$ cat src/rtl/dmem_arbiter.sv
`default_nettype none
// ============================================================================
//  Module   : dmem_arbiter
//  Purpose  : Shares a single-port synchronous data memory between the
//             pipeline Mem stage (CPU port, fixed priority) and an external
//             host/debug port. A starvation counter forces one host slot
//             after MAX_WAIT contended cycles, stalling the CPU for exactly
//             one cycle.
//  Ports    : Clk/Rst            - clock, synchronous active-high reset
//             cpu_*              - CPU request (en/we/addr/wdata), rdata, stall
//             host_*             - host level request + fields, ack pulse,
//                                  registered read data
//             mem_*              - D_mem control/data pins and read data
//  Revision : 1.0 - initial release
// ============================================================================
module dmem_arbiter #(
    parameter int DSIZE    = 16,
    parameter int AW       = 10,
    parameter int MAX_WAIT = 4
) (
    input  logic             Clk,
    input  logic             Rst,
    // CPU (Mem stage) port
    input  logic             cpu_en,
    input  logic             cpu_we,
    input  logic [AW-1:0]    cpu_addr,
    input  logic [DSIZE-1:0] cpu_wdata,
    output logic [DSIZE-1:0] cpu_rdata,
    output logic             cpu_stall,
    // Host / debug port
    input  logic             host_req,
    input  logic             host_we,
    input  logic [AW-1:0]    host_addr,
    input  logic [DSIZE-1:0] host_wdata,
    output logic             host_ack,
    output logic [DSIZE-1:0] host_rdata,
    // D_mem pins
    output logic             mem_en,
    output logic             mem_we,
    output logic [AW-1:0]    mem_addr,
    output logic [DSIZE-1:0] mem_wdata,
    input  logic [DSIZE-1:0] mem_rdata
);

    // Counter must hold 0..MAX_WAIT; keep at least one bit when MAX_WAIT=0.
    localparam int c_WW = (MAX_WAIT > 0) ? $clog2(MAX_WAIT + 1) : 1;
    localparam logic [c_WW-1:0] c_MAX_CNT = c_WW'(MAX_WAIT);

    typedef enum logic [1:0] {
        S_IDLE   = 2'd0,
        S_H_CAPT = 2'd1,
        S_H_ACK  = 2'd2
    } state_t;

    state_t              r_state;
    state_t              w_next;
    logic [c_WW-1:0]     r_wait_cnt;
    logic [c_WW-1:0]     w_wait_nxt;
    logic                r_host_wr;     // issued host access was a write
    logic [DSIZE-1:0]    r_host_rdata;
    logic                w_host_go;

    // Read data from the memory is never muxed: the host capture cycle can
    // never coincide with a CPU read return.
    assign cpu_rdata  = mem_rdata;
    assign host_rdata = r_host_rdata;

    always_comb begin
        w_next     = r_state;
        w_wait_nxt = r_wait_cnt;
        w_host_go  = host_req && (!cpu_en || (r_wait_cnt == c_MAX_CNT));
        mem_en     = cpu_en;
        mem_we     = cpu_we;
        mem_addr   = cpu_addr;
        mem_wdata  = cpu_wdata;
        cpu_stall  = 1'b0;
        host_ack   = 1'b0;

        case (r_state)
            S_IDLE: begin
                if (w_host_go) begin
                    mem_en     = 1'b1;
                    mem_we     = host_we;
                    mem_addr   = host_addr;
                    mem_wdata  = host_wdata;
                    cpu_stall  = cpu_en;
                    w_next     = S_H_CAPT;
                    w_wait_nxt = '0;
                end else if (!host_req) begin
                    w_wait_nxt = '0;
                end else if (r_wait_cnt != c_MAX_CNT) begin
                    // host_req && cpu_en here: a contended cycle
                    w_wait_nxt = r_wait_cnt + c_WW'(1);
                end
            end
            S_H_CAPT: begin
                w_next = S_H_ACK;
            end
            S_H_ACK: begin
                host_ack = 1'b1;
                w_next   = S_IDLE;
            end
            default: begin
                w_next = S_IDLE;
            end
        endcase

        // No memory activity and no handshake while reset is applied.
        if (Rst) begin
            mem_en    = 1'b0;
            mem_we    = 1'b0;
            cpu_stall = 1'b0;
            host_ack  = 1'b0;
        end
    end

    always_ff @(posedge Clk) begin
        if (Rst) begin
            r_state      <= S_IDLE;
            r_wait_cnt   <= '0;
            r_host_wr    <= 1'b0;
            r_host_rdata <= '0;
        end else begin
            r_state    <= w_next;
            r_wait_cnt <= w_wait_nxt;
            // Latch the access type at issue so capture does not depend on
            // the host keeping host_we stable.
            if ((r_state == S_IDLE) && w_host_go) begin
                r_host_wr <= host_we;
            end
            if ((r_state == S_H_CAPT) && !r_host_wr) begin
                r_host_rdata <= mem_rdata;
            end
        end
    end

endmodule
`default_nettype wire

$ cat config.mk
export PLATFORM = sky130hd
export DESIGN_NAME = dmem_arbiter
export DESIGN_NICKNAME = d
export VERILOG_FILES = /design/src/rtl/dmem_arbiter.sv
export SDC_FILE = /design/constraint.sdc
export NUM_CORES = 1
export LEC_CHECK = 0
export CORE_ASPECT_RATIO = 1.75
export CORE_UTILIZATION = 30
export CTS_CLUSTER_DIAMETER = 100
export DETAILED_ROUTE_END_ITERATION = 6
export PLACE_DENSITY = 0.82
export SLEW_MARGIN = 20
export SYNTH_ARGS = -nofsm -noshare
export SYNTH_HDL_FRONTEND = slang
export SYNTH_SLANG_ARGS = --single-unit
$ cat constraint.sdc
create_clock -name Clk -period 5.67 [get_ports Clk]
set_clock_uncertainty 0.1 [all_clocks]
set_input_delay 0.567 -clock Clk [delete_from_list [all_inputs] [get_ports Clk]]
set_output_delay 0.567 -clock Clk [all_outputs]
set_load 0.01 [all_outputs]
* Yosys cells after proc, flatten, opt, wreduce, memory -nomap -nowiden *
Cells that the tools add are included.

operators by class
  add/subtract/negate cells = 1
  equal/unequal tests = 6
  multiplexer cells = 20
  reduce and logical (&&, ||, !) cells = 8

operators with widths
  operator                                                                 number
  16-bit two-way mux                                                       2
  10-bit two-way mux                                                       2
  1-bit two-way mux                                                        11
  3-bit two-way mux                                                        3
  2-bit case mux with 2 select lines                                       1
  3-bit by 1-bit adder with 3-bit output, second input constant            1
  3-bit == test, second input constant                                     1
  1-bit logical AND                                                        3
  3-bit by 1-bit inequality test with 1-bit output, second input constant  1
  3-bit inequality test, second input constant                             1
  2-bit by 1-bit == test with 1-bit output, second input constant          1
  2-bit == test, second input constant                                     1
  1-bit zero test                                                          2
  2-bit zero test                                                          1
  2-bit two-way mux                                                        1
  2-bit inequality test, second input constant                             1
  2-bit AND reduction                                                      1
  1-bit logical OR                                                         1

storage, ports and cells
  flip-flop bits (word level) = 22
  input bits = 74
  output and inout port bits = 62
  logic and storage cells = 39

* Logic depth before layout (Yosys ltp) *
  depth in word-level cells = 6
  mapped depth = 6
  depth with buffers taken out = 5

* Least setup slack after synthesis *
Ideal clock, no wire load.

  path kind = input to output
  start point = in host_req
  end point = out mem_addr[1]
  data arrival time = 1.727 ns
  required time = 5.003 ns
  slack = 3.276 ns
  stages on the path = 5
  path buffers = 2
  cell sequence = or3b_1 -> buf_6 -> nor2_8 -> buf_6 -> mux2_1

on the way
  cells in the longest elaborated chain, start to end = 3

ends and longest elaborated chain
  element             line  RTL
  start, declared     31    input logic host_req,
  1-bit logical AND   71    w_host_go = host_req && (!cpu_en || (r_wait_cnt == c_MAX_CNT));
  10-bit two-way mux  81    if (w_host_go) begin
  10-bit two-way mux  79    case (r_state)
  end, declared       40    output logic [AW-1:0] mem_addr,

No other way between the ends.

* Final worst setup path *
  start point = in host_req
  end point = out mem_wdata[11]

on the way
  cells in the longest elaborated chain, start to end = 3

ends and longest elaborated chain
  element             line  RTL
  1-bit logical AND   71
  16-bit two-way mux  81
  16-bit two-way mux  79
  end, declared       41    output logic [DSIZE-1:0] mem_wdata,

No other way between the ends.

==> metrics <==
CTS root buffer clkbuf_8; Async S/R FF share, synth 0%; nets 343; fmax 283 MHz; antenna violations before repair 0; reg-to-reg slack, setup 3.87 ns; critical path's slowest cell clkdlybuf4s50_1; Clk pwr share 25.3%; final WL 3.95 mm; DRC 0; vias per std cell 4.73; CTS buffer count 3; initial cell density of the core 31.9%; die area 4780 um2; PD cells 162 nW/um2; Clock Pin Slew Worst Setup and Hold Paths 0.07 ns; FF-to-FF End host_rdata[8]; HP Start host_rdata[11]; YS warnings 0; Mapped Area 1350 um2; hold violation total from the final report 0; sw frac 23.9%; setup_tns 0 ns; count of input and output buffers 135; DRT antenna net count 0; setup ws final 2.14 ns; slowest stage delay, CP 0.51 ns; synth unique cells 28; Post CTS Setup Buffer Count 0; Setup crit start kind primary input; post-CTS sizing 0; CP Data Required Time 5.00 ns; fillers 382; most common cell after layout, fill and taps aside clkdlybuf4s50_1; Max Cap Viol 0; DRT iter0 DRCs 5; P&R area growth vs syn 94.8%; combinational power share 36.5%; FF+latch count, synth 22; Die Ht 90.7 um; Worst Path Arrival 2.87 ns; setup slack at placement 2.13 ns; sequential share of power 38.2%; H-tree depth 1; synthesized area per cell 8.82 um2; I/O pin total 136; CP top delay family buffers and inverters; sequential fraction of the synthesis area 32.6%; kind of critical path primary input to output port; RePlAce Congestion 0.789; Worst Hold Class register to register; P_sw 102 uW; GRT Resource Usage Total 16.3%; syn_nets 229; core box area 4230 um2; Post-CTS Hold Buffers 0; synthesized instance count 153; gr ovfl total 0; ys flop type dfxtp_1; DRT Pass-1 Iters 4; multi-input logic area 711 um2; critical path peak fanout 28; maximum vdd drop 0.000104 V; CTS tree built; HPWL after DPL 3.30 mm; register area 440 um2; CP Depth 5; most frequent cells in the layout clkdlybuf4s50_1, nand2_1, mux2_1, dfxtp_1, a21oi_1; row count 31; die width 52.7 um; Leak Pwr 0.000950 uW; Cell Chain, Critical Path clkdlybuf4s50_1 > or3b_1 > nor2_8 > mux2_1 > clkdlybuf4s50_1; Routed WL per cell 12.5 um; Final setup viols 0; min Tclk post-route 3.53 ns; RSZ-0062 raised after global routing false; WP buf/inv 2; via count 1489; Worst Hold Depth 2; largest net degree at the start of global routing 29; Hold Path Sink host_rdata[11]; vias in the first global route 1430; Skew-Pair Late Insertion Delay 0.25 ns; layout cells sized above 1 4.14%; clk buf depth 2; Power Internal 325 uW; Top cell by count, worst path clkdlybuf4s50_1; worst-margin pin slew 0.955 ns; diode count 0; clock sinks 22; reg2reg path depth 3; Slew Limit Fails 0; post-route clock period utilization 62.3%; first-pass GRT wire length 5.94 mm; Worst R2R Start r_state[0]; Post-synth EDFFs 0; Max-Slew Margin vs Limit 36.0%; run status completed; Crit. End Element output port
metrics by stage:
step | hold slack [ns] | cells | utilization, % | power (uW) | cell area, um2
2_1_floorplan | 0.362 | 153 | - | 227 | 1350
3_3_place_gp | 0.342 | 311 | 60.9 | 322 | 2570
3_5_place_dp | 0.348 | 311 | 60.9 | 323 | 2570
4_1_cts | 0.356 | 315 | 62.2 | 433 | 2630
5_1_grt | 0.375 | 315 | 62.2 | 449 | 2630
6_report | 0.355 | 315 | 62.2 | 426 | 2630
flip-flops by register name, indices dropped and copies added (netlist names):
| register | count |
|---|---|
| r_wait_cnt | 3 |
| host_rdata | 16 |
| r_state | 2 |
| r_host_wr | 1 |
cells by family after synthesis:
logic type               count (synthesis)  share of synthesized area [%]
adder cells (fa/ha/maj)                  2                           1.85
multiplexers                            26                           21.7
flip-flops                              22                           32.6
AO/OA/AOI/OAI                           26                           10.5
AND/OR/NAND/NOR                         48                           18.6
buffers and inverters                   29                           14.7
power by group through the flow:
stage                     clock (uW)  combinational, uW  sequential, uW
after floorplan                    0               59.0             168
after global placement             0                155             166
after detailed placement           0                157             167
after CTS                        113                157             163
after global routing             120                166             164
final                            108                155             163
per-layer routing:
layer,wire [um],vias up,global-route usage [%]
met3,410,6,4.88
li1,-,733,-
met4,70,0,6.80
met5,0,-,0
met2,2120,104,30.7
met1,1350,646,14.9
area by class of cell:
class / instances / area share [%]
Tap cell: 49 / 2.33
Multi-Input combinational cell: 102 / 27.0
Inverter: 3 / 0.428
Clock buffer: 4 / 2.09
Timing Repair Buffer: 135 / 51.4
Sequential cell: 22 / 16.7
worst reg2reg max path: cells and delay by family, from the launching register on:
| family | cells | cell delay, ns |
|---|---|---|
| simple gates | 2 | 0.99 |
| compound gates | 1 | 0.16 |
| flops | 1 | 0.46 |
synth_stat cells (2+ instances only):
| cell | count | area share (%) |
|---|---|---|
| o21ai_0 | 2 | 0.74 |
| nand2_1 | 32 | 8.9 |
| clkbuf_1 | 6 | 1.7 |
| dfxtp_1 | 22 | 33 |
| mux2_1 | 24 | 20 |
| inv_1 | 3 | 0.83 |
| nor3b_1 | 3 | 1.7 |
| mux2_2 | 2 | 1.7 |
| buf_6 | 4 | 3.3 |
| a21oi_1 | 19 | 7.0 |
| nand2b_1 | 2 | 0.93 |
| o21ai_1 | 2 | 0.74 |
| buf_4 | 16 | 8.9 |
| ha_1 | 2 | 1.9 |
how the worst max path moves through the flow:
stage              from       endpoint
5_1_grt             Rst         mem_we
3_3_place_gp        Rst         mem_we
4_1_cts        host_req  mem_wdata[11]
3_5_place_dp   host_req  mem_wdata[11]
2_1_floorplan  host_req    mem_addr[1]
6_report       host_req  mem_wdata[11]
Power figures use the tool's default switching activity.
